File: src/rtl/pmt_timer_pkg.sv
// ---------------------------------------------------------------------------
// pmt_timer_pkg
// Shared definitions for the PMT photon-counting timer blocks (the up counter's
// control wrapper and the gate down-counter).
//   ST_IDLE / ST_RUN / ST_HOLD : state encodings
//   state_e                    : enum built on those encodings
//   state_is_busy()            : true while a window is active (RUN or HOLD)
// ---------------------------------------------------------------------------
package pmt_timer_pkg;

    localparam logic [1:0] ST_IDLE = 2'd0;
    localparam logic [1:0] ST_RUN  = 2'd1;
    localparam logic [1:0] ST_HOLD = 2'd2;

    typedef enum logic [1:0] {
        S_IDLE = ST_IDLE,
        S_RUN  = ST_RUN,
        S_HOLD = ST_HOLD
    } state_e;

    function automatic logic state_is_busy(input state_e s);
        return (s == S_RUN) || (s == S_HOLD);
    endfunction

endpackage

File: src/rtl/tick_prescaler.sv
// ---------------------------------------------------------------------------
// tick_prescaler
// Divides the enable stream by PRESCALE: an internal counter walks
// 0..PRESCALE-1 on every enabled cycle and tick is raised on the enabled cycle
// where it sits at PRESCALE-1 (the counter wraps to 0 on that same edge).
// When en is low the counter freezes; clear forces it back to 0.
// Ports:
//   clk   in  system clock
//   reset in  synchronous active-high reset
//   clear in  return the divider to phase 0 (takes precedence over en)
//   en    in  advance the divider this cycle
//   tick  out combinational; high on the enabled cycle that completes a period
// ---------------------------------------------------------------------------
module tick_prescaler #(
    parameter int PRESCALE = 1
) (
    input  logic clk,
    input  logic reset,
    input  logic clear,
    input  logic en,
    output logic tick
);

    generate
        if (PRESCALE <= 1) begin : g_bypass
            // Every enabled cycle is a tick; no state needed.
            logic unused_in;
            assign unused_in = ^{clk, reset, clear};
            assign tick      = en;
        end else begin : g_div
            localparam int PW = $clog2(PRESCALE);
            localparam logic [PW-1:0] LAST = PW'(PRESCALE - 1);

            logic [PW-1:0] cnt_q;
            logic [PW-1:0] cnt_d;

            assign tick = en && (cnt_q == LAST);

            always_comb begin
                cnt_d = cnt_q;
                if (clear) begin
                    cnt_d = '0;
                end else if (en) begin
                    cnt_d = (cnt_q == LAST) ? '0 : cnt_q + 1'b1;
                end
            end

            always_ff @(posedge clk) begin
                if (reset) begin
                    cnt_q <= '0;
                end else begin
                    cnt_q <= cnt_d;
                end
            end
        end
    endgenerate

endmodule

File: src/rtl/pmt_gate_down_counter.sv
// ---------------------------------------------------------------------------
// pmt_gate_down_counter
// Generates the PMT counting gate: a preset is loaded, counted down to zero at
// the prescaled rate, and a one-cycle tc_pulse marks terminal count. With
// auto_reload high at terminal count the preset is reloaded for back-to-back
// windows without a dead cycle.
// Ports:
//   clk, reset   clock and synchronous active-high reset
//   load         capture load_value into preset and count (IDLE only)
//   load_value   preset value
//   start        begin the window (IDLE only, needs a non-zero effective count)
//   stop         abort to IDLE, keeping the remaining count
//   hold         level; freezes count and prescaler phase while high
//   auto_reload  level; sampled at terminal count
//   count        remaining count            (registered)
//   busy         high in RUN or HOLD         (registered)
//   gate         high in RUN only            (registered)
//   tc_pulse     one-cycle terminal pulse    (registered)
// Priority inside a cycle: reset > stop > hold > tick.
// ---------------------------------------------------------------------------
module pmt_gate_down_counter
    import pmt_timer_pkg::*;
#(
    parameter int WIDTH    = 16,
    parameter int PRESCALE = 1
) (
    input  logic             clk,
    input  logic             reset,
    input  logic             load,
    input  logic [WIDTH-1:0] load_value,
    input  logic             start,
    input  logic             stop,
    input  logic             hold,
    input  logic             auto_reload,
    output logic [WIDTH-1:0] count,
    output logic             busy,
    output logic             gate,
    output logic             tc_pulse
);

    localparam logic [WIDTH-1:0] ONE = WIDTH'(1);

    state_e           state_q;
    logic [WIDTH-1:0] count_q;
    logic [WIDTH-1:0] preset_q;
    logic             busy_q;
    logic             gate_q;
    logic             tc_q;

    logic             pre_en;
    logic             pre_clear;
    logic             tick;
    logic [WIDTH-1:0] eff_count;

    // A start in the same cycle as a load judges the value being loaded.
    assign eff_count = load ? load_value : count_q;

    // The divider runs in HOLD too once hold has dropped, so the cycle that
    // leaves HOLD already counts and the window stretches by exactly the
    // number of held cycles.
    assign pre_en    = state_is_busy(state_q) && !stop && !hold;
    assign pre_clear = (state_q == S_IDLE) || stop;

    tick_prescaler #(
        .PRESCALE (PRESCALE)
    ) u_prescaler (
        .clk   (clk),
        .reset (reset),
        .clear (pre_clear),
        .en    (pre_en),
        .tick  (tick)
    );

    always_ff @(posedge clk) begin
        if (reset) begin
            state_q  <= S_IDLE;
            count_q  <= '0;
            preset_q <= '0;
            busy_q   <= 1'b0;
            gate_q   <= 1'b0;
            tc_q     <= 1'b0;
        end else begin
            tc_q <= 1'b0;
            case (state_q)
                S_IDLE: begin
                    if (load) begin
                        preset_q <= load_value;
                        count_q  <= load_value;
                    end
                    if (start && (eff_count != '0)) begin
                        state_q <= S_RUN;
                        busy_q  <= 1'b1;
                        gate_q  <= 1'b1;
                    end
                end
                S_RUN, S_HOLD: begin
                    if (stop) begin
                        // Remaining count is kept; a coincident terminal tick is dropped.
                        state_q <= S_IDLE;
                        busy_q  <= 1'b0;
                        gate_q  <= 1'b0;
                    end else if (hold) begin
                        state_q <= S_HOLD;
                        gate_q  <= 1'b0;
                    end else begin
                        state_q <= S_RUN;
                        gate_q  <= 1'b1;
                        if (tick) begin
                            // <= 1 rather than == 1 so the count can never wrap.
                            if (count_q <= ONE) begin
                                tc_q <= 1'b1;
                                if (auto_reload) begin
                                    count_q <= preset_q;
                                end else begin
                                    count_q <= '0;
                                    state_q <= S_IDLE;
                                    busy_q  <= 1'b0;
                                    gate_q  <= 1'b0;
                                end
                            end else begin
                                count_q <= count_q - ONE;
                            end
                        end
                    end
                end
                default: begin
                    state_q <= S_IDLE;
                    busy_q  <= 1'b0;
                    gate_q  <= 1'b0;
                end
            endcase
        end
    end

    assign count    = count_q;
    assign busy     = busy_q;
    assign gate     = gate_q;
    assign tc_pulse = tc_q;

endmodule

File: config.mk
export PLATFORM = sky130hd
export DESIGN_NAME = pmt_gate_down_counter
export DESIGN_NICKNAME = d
export VERILOG_FILES = /design/src/rtl/pmt_timer_pkg.sv /design/src/rtl/tick_prescaler.sv /design/src/rtl/pmt_gate_down_counter.sv
export SDC_FILE = /design/constraint.sdc
export NUM_CORES = 1
export LEC_CHECK = 0
export ABC_AREA = 0
export CORE_MARGIN = 5
export CORE_UTILIZATION = 35
export CTS_CLUSTER_SIZE = 10
export DETAILED_ROUTE_END_ITERATION = 10
export SETUP_SLACK_MARGIN = 0.02
export SLEW_MARGIN = 30
export SYNTH_ARGS = -nofsm -noshare
export SYNTH_HDL_FRONTEND = slang
export SYNTH_SLANG_ARGS = --single-unit
File: constraint.sdc
create_clock -name clk -period 2 [get_ports clk]
set_input_delay 0.4 -clock clk [delete_from_list [all_inputs] [get_ports clk]]
set_output_delay 0.4 -clock clk [all_outputs]
set_load 0.05 [all_outputs]
=== Word-level counts from Yosys, hierarchy flattened ===
Cells that the tools add are included.

* $add $sub $neg: 1
* Magnitude comparators: 1
* Equality and inequality tests: 10
* Mux-type cells: 28
* Bitwise gates (word level): 2
* Reductions and logical operators: 14

{| class="wikitable"
|+ Operator list
! cell !! number
|-
| $mux W16 || 6
|-
| $pmux W16 S2 || 1
|-
| $le A16 B1 Y1 const B || 1
|-
| $reduce_bool A16 Y1 || 1
|-
| $sub A16 B1 Y16 const B || 1
|-
| $mux W1 || 15
|-
| $ne A3 B3 Y1 const B || 4
|-
| $mux W2 || 3
|-
| $ne A2 B2 Y1 const B || 3
|-
| $reduce_and A5 Y1 || 1
|-
| $reduce_or A5 Y1 || 1
|-
| $pmux W1 S2 || 2
|-
| $pmux W2 S2 || 1
|-
| $reduce_and A4 Y1 || 1
|-
| $logic_and A1 B1 Y1 || 3
|-
| $eq A2 B1 Y1 const B || 1
|-
| $eq A2 B2 Y1 const B || 1
|-
| $logic_not A1 Y1 || 2
|-
| $logic_not A2 Y1 || 1
|-
| $ne A2 B1 Y1 const B || 1
|-
| $not A1 Y1 || 2
|-
| $reduce_and A2 Y1 || 1
|-
| $reduce_bool A2 Y1 || 1
|-
| $reduce_or A2 Y1 || 1
|-
| $logic_or A1 B1 Y1 || 1
|}

* Bits in registers: 37
* Input bits: 23
* Output and inout port bits: 19
* Logic and storage cells: 62

=== Longest topological paths before layout ===
* Depth in word-level cells: 8
* Depth in mapped cells: 8
* Depth with buffers taken out: 7

=== By module ===
A second synthesis with hierarchy kept.

* Cells, all modules: 271
* Area total of the unflattened synthesis: 2192.1 um^2

{| class="wikitable"
|+ Modules (own cells, without submodules)
! module !! times used !! cells each !! area an instance (um^2) !! seq. area each (um^2)
|-
| pmt_gate_down_counter || 1 || 270 || 2184.6 || 720.7
|-
| tick_prescaler || 1 || 1 || 7.5 || 0.0
|}

=== Least setup slack after synthesis ===
OpenSTA, ideal clock, no wires.

* Path kind: reg-to-reg
* Start point: register state_q[0]
* End point: register count_q[6], in the netlist count[6]
* Setup time: 0.075 ns
* Data arrival time: 2.172 ns
* Data required time: 1.925 ns
* Slack: -0.246 ns
* Cell stages (with the launch flop): 8
* Buffers on the path: 1
* Period minus slack after synthesis: 2.246 ns
* Path through: dfxtp_1 > inv_1 > ha_1 > nand2b_1 > o21ai_0 > clkbuf_1 > o221ai_1 > a31oi_2

* Cells in the longest elaborated chain, start to end: 6
* Elaborated cells on any way between the ends: 13
* Classes of those cells: eq/ne (5); mux (1); reduce/logical (7)

{| class="wikitable"
|+ RTL lines
! element !! line !! RTL
|-
| from (decl) || pmt_gate_down_counter.sv:43 || <nowiki>state_e state_q;</nowiki>
|-
| from (signal assigned) || pmt_gate_down_counter.sv:76 || <nowiki>state_q <= S_IDLE;</nowiki>
|-
| from (signal assigned) || pmt_gate_down_counter.sv:91 || <nowiki>state_q <= S_RUN;</nowiki>
|-
| from (signal assigned) || pmt_gate_down_counter.sv:99 || <nowiki>state_q <= S_IDLE;</nowiki>
|-
| $eq A2 B1 Y1 or $eq A2 B2 Y1 (tied branches) || pmt_timer_pkg.sv:22, pmt_gate_down_counter.sv:84 ||
|-
| $logic_or A1 B1 Y1 || pmt_timer_pkg.sv:22 || <nowiki>return (s == S_RUN) || (s == S_HOLD);</nowiki>
|-
| $logic_and A1 B1 Y1 (2 in a row) || pmt_gate_down_counter.sv:61 || <nowiki>assign pre_en = state_is_busy(state_q) && !stop && !hold;</nowiki>
|-
| $ne A2 B2 Y1 (no source line) || n/a ||
|-
| $reduce_and A4 Y1 (no source line) || n/a ||
|-
| to (signal assigned) || pmt_gate_down_counter.sv:88 || <nowiki>count_q <= load_value;</nowiki>
|-
| to (signal assigned) || pmt_gate_down_counter.sv:113 || <nowiki>count_q <= preset_q;</nowiki>
|-
| to (signal assigned) || pmt_gate_down_counter.sv:121 || <nowiki>count_q <= count_q - ONE;</nowiki>
|-
| to (decl) || pmt_gate_down_counter.sv:44 || <nowiki>logic [WIDTH-1:0] count_q;</nowiki>
|}

Several ways; a longest one is shown, not always the timed one.
A chain may end at the register's enable or synchronous reset.

=== Final worst setup path ===
* Start point: register count_q[4], in the netlist count[4]
* End point: output count[4]

{| class="wikitable"
|+ RTL lines
! element !! line !! RTL
|-
| to (decl) || pmt_gate_down_counter.sv:35 || <nowiki>output logic [WIDTH-1:0] count,</nowiki>
|}

No word-level cell between the ends.

==> metrics.md <==
| Metric | Value |
|---|---|
| Fmax | ~520 MHz |
| Switching pwr | 984 uW |
| Total Power | around 2500 uW |
| Setup CP Type | flip-flop to output port |
| Worst Hold End | preset_q[14]$_SDFFE_PP0P_ |
| Deepest clock path buffer count | 2 |
| Worst Hold Class | flip-flop to flip-flop |
| Die area | 7460 um2 |
| Count leader, synth | nand2_1 |
| Die width | 86.4 um |
| Maximum vdd drop | 525 uV |
| Vias in the first global route | 2,142 |
| Count of cell types in the netlist | 43 |
| Post-DRT Antenna Nets | 0 |
| Compound-Gate Fraction of Synth Area | 0.230 |
| Tot GR Track Use | 0.190 |
| Cell count after placement | 404 |
| Final Max Slew Viols | 0 |
| WP data arrival | approximately 1.5 ns |
| Initial antenna violation count | 0 |
| Reg2Reg Depth | 7 |
| Post-synthesis sequential area ratio | 0.353 |
| Area contributors post-synth | dfxtp_1 35%, nand2_1 9.6%, a21oi_1 5.1%, o221ai_1 4.7%, a31oi_1 4.0% |
| Input/output buffers | 41 |
| Slowest stage cell, crit path | clkdlybuf4s50_1 |
| Depth of the CTS H-tree | 2 |
| Largest family of logic cells by synthesized area | simple AND/OR/NAND/NOR gates |
| Row count | 27 |
| Insertion delay to the later sink of the worst-skew pair | roughly 0.29 ns |
| Final std cells w/o fill | 413 |
| Int Pwr | 1550 uW |
| First-pass iteration count of the detailed router | 5 |
| Syn Std Cell Area | 2040 um2 |
| Reg-to-Reg End | count[12]$_SDFFE_PP0P_ |
| Hold slack | around 0.46 ns |
| RSZ-0062 raised after global routing | yes |
| Final clock skew | 0.00576 ns |
| Avg WL per Cell | 16.7 um |
| Final #Nets | roughly 370 |
| Post-synthesis mux area share | 0.0129 |
| Pwr/cell area | 874 nW/um2 |
| CP Capture Type | output port |
| Synth warn | 0 |
| Worst-Margin Slew | roughly 0.5 ns |
| Largest net degree at the start of global routing | 17 |
| Synth async-reset ratio | 0 |
| Synth Area in XOR/XNOR | 0.0515 |
| Post-synth top cells | 52 x nand2_1, 36 x dfxtp_1, 21 x a21oi_1 |
| Synth Area in Adders | 0.0245 |
| Final setup fails | 0 |
| CP max stage delay | 0.83 ns |
| Syn_nets | 285 |
| Global route overflow | 0 |
| Hold Path Origin | preset_q[14]$_SDFFE_PP0P_ |
| Via count | 2,261 |
| Die Ht | 86.4 um |
| Vias/cell | 5.47 |
| Initial core utilization | 0.366 |
| Clock Power Share | 0.211 |
| Syn avg cell area | 7.91 um2 |
| Post-synth top area cell | dfxtp_1 |
| Root buf cell | clkbuf_8 |
| Maxcap violations | 0 |
| IO Pins | 42 |
| R2r startpoint | state_q[0]$_SDFFE_PP0P_ |
| Placed cell area | around 2800 um2 |
| Hold path cells | 2 |
| Minimum clock period | roughly 1.9 ns |
| # clock sinks | 36 |
| First-pass GRT wire length | 11.1 mm |
| Synth Register Bits | 36 |
| Remaining DRCs | 0 |
| Crit-path max FO | 6 |
| Clk slew on worst S/H paths | 0.07 ns |
| Startpoint type of the worst setup path | flip-flop |
| Final wirelength | about 6.9 mm |
| 1st-iter DRT viols | between 150 and 200 |
| Status | complete, no violations |
| Cell Chain, Critical Path | clkdlybuf4s50_1 |
| CTS tree | yes |
| Final cell area excluding filler cells | a little under 3000 um2 |
| Max transition margin | 0.668 |
| Slack of the worst reg-to-reg path | 0.16 ns |
| Period utilization | 0.958 |
| Post-DP HPWL | 5.31 mm |
| Comb power frac | 0.441 |
| Cell family with most CP delay | buffers and inverters |
| Area delta synth->final | 41.9% |
| Share of cells above drive strength 1 | 0.243 |
| Post-CTS Hold Buffers | 0 |
| Most used DFF post-synth | dfxtp_1 |
| Sequential power share | 0.348 |
| TritonCTS buffer count | 5 |
| CP Buf/Inv Count | 1 |
| Final hold violations | 0 |
| Post-synth EDFFs | 0 |
| Pleak | ~0.0012 uW |
| Simple-gate share of the synthesized area | 0.277 |
| Core Box Area | 5570 um2 |
| Cells after Synth | 258 |
| # diodes | 0 |
| Net Sw Frac | 0.388 |
| GP Congestion | approximately 0.86 |
| Worst EP required | about 1.6 ns |
| Top cell type's share of synthesized area | 0.353 |
[cell families (layout without fill, tap and decap cells)]
family | count (synthesis) | in the layout
AND/OR/NAND/NOR | 113 | 113
AO/OA/AOI/OAI | 70 | 70
flip-flops | 36 | 36
buffers and inverters | 21 | 104
XOR/XNOR | 12 | 12
adder cells (fa/ha/maj) | 4 | 4
multiplexers | 2 | 2
[per-stage QoR]
step | setup slack (ns) | setup TNS [ns] | util
finish | 0.0844 | 0 | 0.520
global placement | -0.0781 | -0.304 | 0.502
CTS | 0.0703 | 0 | 0.518
detailed placement | -0.0945 | -0.427 | 0.502
global route | 0.0145 | 0 | 0.520
floorplan | 0.0234 | 0 | -
[state kept, by name (all words and copies together) (netlist names)]
signal and flops:
state_q 2, busy 1, preset_q 16, tc_pulse 1
count 16
[cell usage in the layout (no fill, tap or decap), types with 2 or more instances in the layout]
master,Yosys,routed
a211o_1,2,2
a21oi_1,21,21
a22oi_1,3,3
a31oi_1,13,13
buf_4,0,63
clkbuf_1,12,2
clkbuf_8,0,6
clkdlybuf4s50_1,0,28
dfxtp_1,36,31
dfxtp_2,0,5
ha_1,4,4
inv_1,5,5
nand2_1,52,52
nand2b_1,3,3
nand3_1,15,15
nand3b_1,2,2
nand4_1,5,5
nand4b_1,2,2
nor2_1,12,12
nor3_1,7,7
nor4_1,7,7
nor4_4,2,2
o211ai_1,3,3
o21a_1,2,2
o21ai_0,4,3
o221ai_1,11,11
o22ai_1,5,5
xnor2_1,5,5
xor2_1,7,7
[how the worst max path moves through the flow]
| stage | from | depth (start not counted) | to |
|---|---|---|---|
| 2_1_floorplan | count[5]$_SDFFE_PP0P_ | 6 | count[15]$_SDFFE_PP0P_ |
| 3_3_place_gp | stop | 6 | count[12]$_SDFFE_PP0P_ |
| 3_5_place_dp | load_value[0] | 7 | state_q[0]$_SDFFE_PP0P_ |
| 4_1_cts | count[4]$_SDFFE_PP0P_ | 1 | count[4] |
| 5_1_grt | state_q[0]$_SDFFE_PP0P_ | 7 | count[12]$_SDFFE_PP0P_ |
| 6_report | count[4]$_SDFFE_PP0P_ | 1 | count[4] |
[layer usage]
layer	routed length (um)	vias up	global-route usage
li1	-	1114	-
met1	3080	1056	0.244
met2	3280	78	0.316
met3	395	13	0.0371
met4	125	0	0.0666
met5	0	-	0
[timing repair]
action,CTS,global route
endpoints found under the hold margin,0,0
resized for setup,0,1
endpoints found under the setup margin,0,13
buffers inserted,0,1
[power by group through the flow]
| stage | Combinational, uW | Sequential [uW] | Clock [uW] |
|---|---|---|---|
| 6_report | 1120 | 880 | 535 |
| 5_1_grt | 1210 | 889 | 587 |
| 4_1_cts | 1110 | 879 | 545 |
| 3_5_place_dp | 1100 | 895 | 0 |
| 3_3_place_gp | 1100 | 893 | 0 |
| 2_1_floorplan | 518 | 1060 | 0 |
[area by class of cell]
type / instances / area [um2]
Tap cell: 72 / 90.1
Fill cell: 565 / 2680
Clock buffer: 8 / 90.1
Sequential cell: 36 / 727
Timing Repair Buffer: 91 / 753
Inverter: 5 / 18.8
Multi-Input combinational cell: 201 / 1220
Power figures use the tool's default switching activity.
